===== src/rtl/usb_ep_fifo_bank.sv =====
// ============================================================================
// Module   : usb_ep_fifo_bank
// Purpose  : Parametrised USB endpoint buffer bank with packet-level
//            commit/rollback between the SIE and the application.
// Revision : 1.0 - initial release
// ============================================================================
`default_nettype none

module usb_ep_fifo_bank #(
    parameter int                NUM_EP = 3,
    parameter int                WIDTH  = 8,
    parameter int                DEPTH  = 16,
    parameter logic [NUM_EP-1:0] EP_IN  = 3'b101,
    localparam int               EPW    = (NUM_EP > 1) ? $clog2(NUM_EP) : 1,
    localparam int               AW     = $clog2(DEPTH)
) (
    input  logic                       clk,
    input  logic                       reset,
    input  logic [EPW-1:0]             sie_ep,
    input  logic                       sie_wr,
    input  logic [WIDTH-1:0]           sie_wdata,
    input  logic                       sie_rd,
    output logic [WIDTH-1:0]           sie_rdata,
    input  logic                       sie_commit,
    input  logic                       sie_rollback,
    output logic                       sie_empty,
    output logic                       sie_full,
    input  logic [NUM_EP-1:0]          usr_wr,
    input  logic [NUM_EP*WIDTH-1:0]    usr_wdata,
    input  logic [NUM_EP-1:0]          usr_rd,
    output logic [NUM_EP*WIDTH-1:0]    usr_rdata,
    output logic [NUM_EP-1:0]          usr_empty,
    output logic [NUM_EP-1:0]          usr_full,
    output logic [NUM_EP*(AW+1)-1:0]   usr_level,
    input  logic [NUM_EP-1:0]          usr_sclr
);

    localparam logic [AW:0] c_depth = (AW+1)'(DEPTH);

    logic [NUM_EP-1:0] w_ep_sie_empty;
    logic [NUM_EP-1:0] w_ep_sie_full;
    logic [NUM_EP-1:0] w_ep_sie_rd;
    logic [WIDTH-1:0]  w_ep_rd_word [NUM_EP];

    logic [WIDTH-1:0]  r_sie_rdata;
    logic [WIDTH-1:0]  w_sie_rd_word;
    logic              w_sie_rd_any;
    logic              w_sie_empty;
    logic              w_sie_full;

    for (genvar gi = 0; gi < NUM_EP; gi++) begin : g_ep
        localparam bit c_is_in = EP_IN[gi];

        logic [AW:0]      r_wp, r_wc, r_rp, r_rc;
        logic [WIDTH-1:0] r_mem [DEPTH];
        logic [WIDTH-1:0] r_usr_rdata;

        logic             w_sel, w_clr;
        logic             w_wr_req, w_rd_req, w_wr_ok, w_rd_ok;
        logic             w_full, w_empty, w_commit, w_rollback;
        logic [AW:0]      w_used, w_level, w_wp_inc, w_rp_inc;
        logic [WIDTH-1:0] w_wdata;

        assign w_sel      = (sie_ep == EPW'(gi));
        assign w_clr      = usr_sclr[gi];
        assign w_wr_req   = c_is_in ? usr_wr[gi] : (w_sel & sie_wr);
        assign w_rd_req   = c_is_in ? (w_sel & sie_rd) : usr_rd[gi];
        assign w_wdata    = c_is_in ? usr_wdata[gi*WIDTH +: WIDTH] : sie_wdata;

        // Space is freed only by the committed read pointer on IN endpoints
        // (un-ACKed data may be retransmitted), by the live read pointer on OUT.
        assign w_used     = c_is_in ? (r_wp - r_rc) : (r_wp - r_rp);
        assign w_level    = c_is_in ? (r_wp - r_rc) : (r_wc - r_rp);
        assign w_full     = (w_used == c_depth);
        assign w_empty    = c_is_in ? (r_rp == r_wp) : (r_rp == r_wc);

        assign w_wr_ok    = w_wr_req & ~w_full  & ~w_clr;
        assign w_rd_ok    = w_rd_req & ~w_empty & ~w_clr;
        assign w_wp_inc   = r_wp + {{AW{1'b0}}, w_wr_ok};
        assign w_rp_inc   = r_rp + {{AW{1'b0}}, w_rd_ok};
        assign w_rollback = w_sel & sie_rollback;
        assign w_commit   = w_sel & sie_commit & ~sie_rollback;

        always_ff @(posedge clk) begin
            if (reset || w_clr) begin
                r_wp <= '0;
                r_wc <= '0;
                r_rp <= '0;
                r_rc <= '0;
            end else if (c_is_in) begin
                r_wp <= w_wp_inc;
                r_wc <= w_wp_inc;
                r_rp <= w_rollback ? r_rc : w_rp_inc;
                if (w_commit) begin
                    r_rc <= w_rp_inc;
                end
            end else begin
                r_wp <= w_rollback ? r_wc : w_wp_inc;
                if (w_commit) begin
                    r_wc <= w_wp_inc;
                end
                r_rp <= w_rp_inc;
                r_rc <= w_rp_inc;
            end
        end

        always_ff @(posedge clk) begin
            if (w_wr_ok) begin
                r_mem[r_wp[AW-1:0]] <= w_wdata;
            end
        end

        always_ff @(posedge clk) begin
            if (reset) begin
                r_usr_rdata <= '0;
            end else if (!c_is_in && w_rd_ok) begin
                r_usr_rdata <= r_mem[r_rp[AW-1:0]];
            end
        end

        assign usr_rdata[gi*WIDTH +: WIDTH]  = r_usr_rdata;
        assign usr_empty[gi]                 = c_is_in ? 1'b0 : w_empty;
        assign usr_full[gi]                  = c_is_in ? w_full : 1'b0;
        assign usr_level[gi*(AW+1) +: AW+1]  = w_level;

        assign w_ep_sie_empty[gi] = c_is_in ? w_empty : 1'b1;
        assign w_ep_sie_full[gi]  = c_is_in ? 1'b1 : w_full;
        assign w_ep_sie_rd[gi]    = c_is_in & w_rd_ok;
        assign w_ep_rd_word[gi]   = r_mem[r_rp[AW-1:0]];
    end

    // Out-of-range endpoint numbers match no entry and fall to empty=full=1.
    always_comb begin
        w_sie_empty   = 1'b1;
        w_sie_full    = 1'b1;
        w_sie_rd_any  = 1'b0;
        w_sie_rd_word = '0;
        for (int i = 0; i < NUM_EP; i++) begin
            if (sie_ep == EPW'(i)) begin
                w_sie_empty = w_ep_sie_empty[i];
                w_sie_full  = w_ep_sie_full[i];
            end
            if (w_ep_sie_rd[i]) begin
                w_sie_rd_any  = 1'b1;
                w_sie_rd_word = w_ep_rd_word[i];
            end
        end
    end

    always_ff @(posedge clk) begin
        if (reset) begin
            r_sie_rdata <= '0;
        end else if (w_sie_rd_any) begin
            r_sie_rdata <= w_sie_rd_word;
        end
    end

    assign sie_rdata = r_sie_rdata;
    assign sie_empty = w_sie_empty;
    assign sie_full  = w_sie_full;

endmodule

`default_nettype wire


===== config.mk =====
export PLATFORM = sky130hd
export DESIGN_NAME = usb_ep_fifo_bank
export DESIGN_NICKNAME = d
export VERILOG_FILES = /design/src/rtl/usb_ep_fifo_bank.sv
export SDC_FILE = /design/constraint.sdc
export NUM_CORES = 1
export LEC_CHECK = 0
export CAP_MARGIN = 20
export CORE_MARGIN = 1.5
export CORE_UTILIZATION = 35
export DETAILED_ROUTE_END_ITERATION = 10
export DONT_BUFFER_PORTS = 1
export PLACE_DENSITY = 0.53
export SLEW_MARGIN = 20
export SYNTH_ARGS = -nofsm -noshare
export SYNTH_HDL_FRONTEND = slang
export SYNTH_SLANG_ARGS = --single-unit

===== constraint.sdc =====
create_clock -name clk -period 3.4 [get_ports clk]
set_input_delay 0.68 -clock clk [delete_from_list [all_inputs] [get_ports clk]]
set_output_delay 0.68 -clock clk [all_outputs]
set_load 0.02 [all_outputs]

### Word level (Yosys, flattened, before mapping)

Memory sizes are Yosys's and may differ from the RTL's. A register that Yosys moved wholly into a read port is not among the register bits.
Index checks and enable logic that the tools add are counted.

* flip-flop bits (word level): 53
* memories kept: 3
* output and inout port bits: 55
* logic and storage cells: 89
* bits in writable memories: 384

* mux-type cells: 20
* equal/unequal tests: 8
* bitwise gates (word level): 34
* reduce and logical (&&, ||, !) cells: 4
* $add $sub $neg: 10

Memory list
* g_ep[0].r_mem: depth 16, width 8, read ports 1, clocked after memory_dff 1, write ports 1, RTL line 55 `logic [WIDTH-1:0] r_mem [DEPTH];`
* g_ep[1].r_mem: depth 16, width 8, read ports 1, clocked after memory_dff 1, write ports 1, RTL line 55
* g_ep[2].r_mem: depth 16, width 8, read ports 1, clocked after memory_dff 1, write ports 1, RTL line 55

Operators by type and width (number)
* 5-bit by 1-bit adder with 5-bit output: 6
* 1-bit bitwise AND: 24
* 5-bit subtractor: 4
* 8-bit two-way mux: 2
* 5-bit == test: 3
* 5-bit == test, second input constant: 3
* 5-bit two-way mux: 3
* 1-bit two-way mux: 13
* 1-bit NOT: 10
* 4-bit two-way mux: 2
* 1-bit logical OR: 3
* 2-bit by 1-bit == test with 1-bit output, second input constant: 1
* 2-bit == test, second input constant: 1
* 2-bit logical NOT: 1

### Logic depth before layout (Yosys ltp)

* depth after elaboration: 7
* mapped depth: 16
* depth with buffers taken out: 14

### Least setup slack after synthesis

Ideal clock, no wire load.

* kind: register to register
* from: register g_ep[1].r_rp[1]
* to: register g_ep[1].r_wc[4]
* period minus slack after synthesis: 3.774 ns
* data required time: 3.254 ns
* arrival time: 3.628 ns
* path slack: -0.374 ns
* cell stages (with the launch flop): 17
* path through: dfxtp_1 > clkbuf_1 > buf_2 > buf_1 > inv_1 > ha_1 > nor2b_1 > o21a_1 > or4_1 > a21oi_2 > buf_2 > nor3_1 > ha_1 > ha_1 > nand2_1 > xor2_1 > a211oi_1

* longest elaborated chain between the ends: 6

RTL lines
* start: declaration: RTL line 54 `logic [AW:0] r_wp, r_wc, r_rp, r_rc;`
* start signal: assignment: RTL line 93 `r_rp <= w_rollback ? r_rc : w_rp_inc;`
* start signal: assignment: RTL line 102 `r_rp <= w_rp_inc;`
* 5-bit subtractor
* 5-bit == test: RTL line 74 `assign w_full = (w_used == c_depth);`
* 1-bit NOT: RTL line 77 `assign w_wr_ok = w_wr_req & ~w_full & ~w_clr;`
* 1-bit bitwise AND (2 in a row): RTL line 77
* 5-bit by 1-bit adder with 5-bit output: RTL line 79 `assign w_wp_inc = r_wp + {{AW{1'b0}}, w_wr_ok};`
* end signal: assignment: RTL line 92 `r_wc <= w_wp_inc;`
* end signal: assignment: RTL line 100 `r_wc <= w_wp_inc;`
* end: declaration: RTL line 54

No other way between the ends.
A chain may end at the register's enable or synchronous reset.

### Worst setup path after layout

* from: register g_ep[1].r_rp[1]
* to: output port sie_full

* longest elaborated chain between the ends: 4

RTL lines
* 5-bit subtractor
* 5-bit == test: RTL line 74
* 1-bit two-way mux (2 in a row): RTL line 139 `if (sie_ep == EPW'(i)) begin`
* end: declaration: RTL line 27 `output logic sie_full,`

No other way between the ends.

==> reports/qor.txt <==
ANT nets after route: 0
Drt wl/cell: 22.5 um
Kind of critical path: reg -> out
Starting Density: 35.7%
Crit share post-route: 95.9%
Status: finished, final reports clean
CTS Sinks: 445
Max-slew violation count: 0
Drc violations: 0
RSZ-0062 raised after global routing: no
Total power: 11,400 uW
Clk Latency, worst-skew pair: 0.59 ns
Hold Buf Count CTS: 0
Fin cells: 1,830
DPL Wire Length: 26.8 mm
First DRT Iteration DRCs: 841
Diodes inserted: 0
WHS: 0.183 ns
Placed insts: 1,738
Layout cell share with drive strength beyond 1: 21.8%
Mapped Area: 18,400 sq um
Number of synthesized register bits: 445
Crit Path Max Fanout: 5
FFs w/ async S/R, synth: 0%
HP Class: in -> reg
Final hold vios: 0
Worst-Margin Slew: 1.06 ns
Setup TNS: 0 ns
Peak VDD IR: 0.000402 V
Total of max-cap violations: 0
Critical Path RT: 2.72 ns
Area of the multi-input gates: 5280 sq um
# port buffers: 0
Top FF cell, synth: edfxtp_1
FP Rows: 83
Die width: 232 um
Initial antenna violation count: 0
Max-slew headroom: 28.6%
Routed via count: 9,498
Die area: 54,000 sq um
DRT Wirelength: 41.2 mm
Num CTS Buffers: 48
EDFF count, synth: 384
Post-Place Setup Slack: 0.409 ns
Critical path arrival: 2.58 ns
Avg Cell Area, Syn: 17.5 sq um
Vias in the first global route: 9,779
Clock skew: 0.0268 ns
Syn-to-layout area delta: 14.7%
PwrDens: 540 nW/um^2
CP Capture Type: primary output
GRT overflow: 0
CTS tree: yes
Total leakage power: 0.00678 uW
Longest Clk Path Bufs: 3
FILL cells: 4,624
Final WS setup: 0.140 ns
First-pass GRT wire length: 62.1 mm
Die Span Y: 232 um
Clk root buf: clkbuf_16
DR pass1 iterations: 5
Via density per instance: 5.19
Startpoint Class: register
Overall Global Routing Usage: 15.6%
Nets: 1,190
Post-Syn Instances: 1,055
Total core area: 51,600 sq um
Largest net degree at the start of global routing: 36
Gpl congestion: 0.761
H-tree Lvls: 2
FMAX: 307 MHz
YS warnings: 0
Minimum clock period: 3.26 ns
Final setup viols: 0
Register area: 12,800 sq um
Register area share after synthesis: 69.2%
Distinct cell type count after synthesis: 51
I/O pin cnt: 104
Worst-path clk slew: 0.06 ns
==> critical path, cell delays in order, from the launching register on <==
cell and delay (ns):
dfxtp_2 0.33, inv_1 0.07, ha_1 0.30, nor2b_1 0.13, o21a_1 0.17, or4_1 0.52
a21oi_4 0.18, buf_4 0.15, or2_4 0.15
==> cells by family (layout without fill, tap and decap cells) <==
logic type,Yosys count,after routing,share of synthesized area [%]
compound gates,102,102,4.01
buf+inv,110,187,2.97
fa+ha+maj,31,31,2.23
simple gates,215,215,6.11
xor+xnor,41,41,1.95
mux,110,110,13.5
other cells,1,19,0.0204
flops,445,445,69.2
==> final cells by class <==
| cell class | count | share of cell area, % |
|---|---|---|
| tap | 680 | 4.03 |
| sequential | 445 | 60.4 |
| inverter | 31 | 0.551 |
| clock buffer | 59 | 6.07 |
| clock inverter | 31 | 1.46 |
| multi-input combinational | 518 | 25.0 |
| timing repair buffer | 66 | 2.52 |
==> cell usage after synthesis (3+ instances only) <==
master	number	area, sq um
a211oi_1	19	143
a21o_1	5	37.5
a21oi_1	20	100
a221o_1	8	80.1
a221oi_1	8	70.1
a22o_1	8	70.1
a22oi_1	16	120
and2_1	6	37.5
and3_1	3	18.8
buf_1	8	30.0
buf_2	10	50.1
buf_4	22	165
buf_6	3	33.8
clkbuf_1	35	131
dfxtp_1	61	1220
edfxtp_1	384	11500
fa_1	3	60.1
ha_1	28	350
inv_1	31	116
mux2i_1	6	60.1
mux4_1	21	552
mux4_2	83	1870
nand2_1	27	101
nand2b_1	12	75.1
nand3_1	19	95.1
nand3b_1	9	67.6
nand4_1	3	18.8
nor2_1	57	214
nor2b_1	9	56.3
nor3_1	15	75.1
nor4_1	39	244
o21ai_0	9	45.0
or2_2	8	50.1
xnor2_1	19	166
xor2_1	22	193
==> registers in the layout (all words and copies together) (netlist names) <==
signal            flops
g_ep.r_rc            10
g_ep.r_mem          384
g_ep.r_wp            15
g_ep.r_usr_rdata      8
sie_rdata             8
g_ep.r_wc             5
g_ep.r_rp            15
==> worst paths after layout <==
| path | start | to | slack (ns) | cells after the start |
|---|---|---|---|---|
| worst max-delay path | g_ep[1].r_rp[1] | sie_full | 0.14 | 8 |
| worst min-delay path | sie_wdata[5] | g_ep[1].r_mem[4][5] | 0.18 | 0 |
| worst max register to register | g_ep[1].r_rp[1] | g_ep[1].r_wc[4] | 0.41 | 13 |
| worst min register to register | g_ep[2].r_rc[0] | g_ep[2].r_rp[0] | 0.48 | 2 |
==> layer usage <==
metal	track usage, %	share of wire [%]	vias to the layer above
met5	0	0	-
met1	21.7	45	4912
met4	4.36	1.8	0
met2	24.2	47	225
li1	-	-	4317
met3	4.03	6.8	44
==> report_power, final <==
group	internal (uW)	total [uW]	switching, uW
registers	5950	5960	14.4
logic	69.8	210	140
clock network	3080	5240	2160
==> what timing repair did <==
action / CTS / global route
pin swaps: 1 / 2
resized for setup: 2 / 7
buffers inserted: 1 / 1
endpoints found under the hold margin: 0 / 0
endpoints found under the setup margin: 3 / 3
==> layout by cell type (no fill, tap or decap), types with 8 or more instances in the layout <==
| master | n |
|---|---|
| a211oi_1 | 19 |
| a21oi_1 | 20 |
| a221o_1 | 8 |
| a221oi_1 | 8 |
| a22o_1 | 8 |
| a22oi_1 | 16 |
| buf_4 | 62 |
| clkbuf_16 | 48 |
| clkinv_1 | 12 |
| conb_1 | 19 |
| dfxtp_1 | 54 |
| edfxtp_1 | 384 |
| ha_1 | 28 |
| inv_1 | 31 |
| mux4_1 | 21 |
| mux4_2 | 83 |
| nand2_1 | 27 |
| nand2b_1 | 12 |
| nand3_1 | 19 |
| nand3b_1 | 9 |
| nor2_1 | 57 |
| nor2b_1 | 9 |
| nor3_1 | 15 |
| nor4_1 | 29 |
| nor4_2 | 8 |
| o21ai_0 | 9 |
| xnor2_1 | 19 |
| xor2_1 | 22 |
==> stage by stage <==
step / instance area [sq um] / util [%]
finish: 21100 / 40.9
global route: 21100 / 40.9
CTS: 21100 / 40.9
detailed placement: 19500 / 37.8
global placement: 19500 / 37.8
floorplan: 18500 / -
Note: power is estimated with default switching activity, not from simulation.
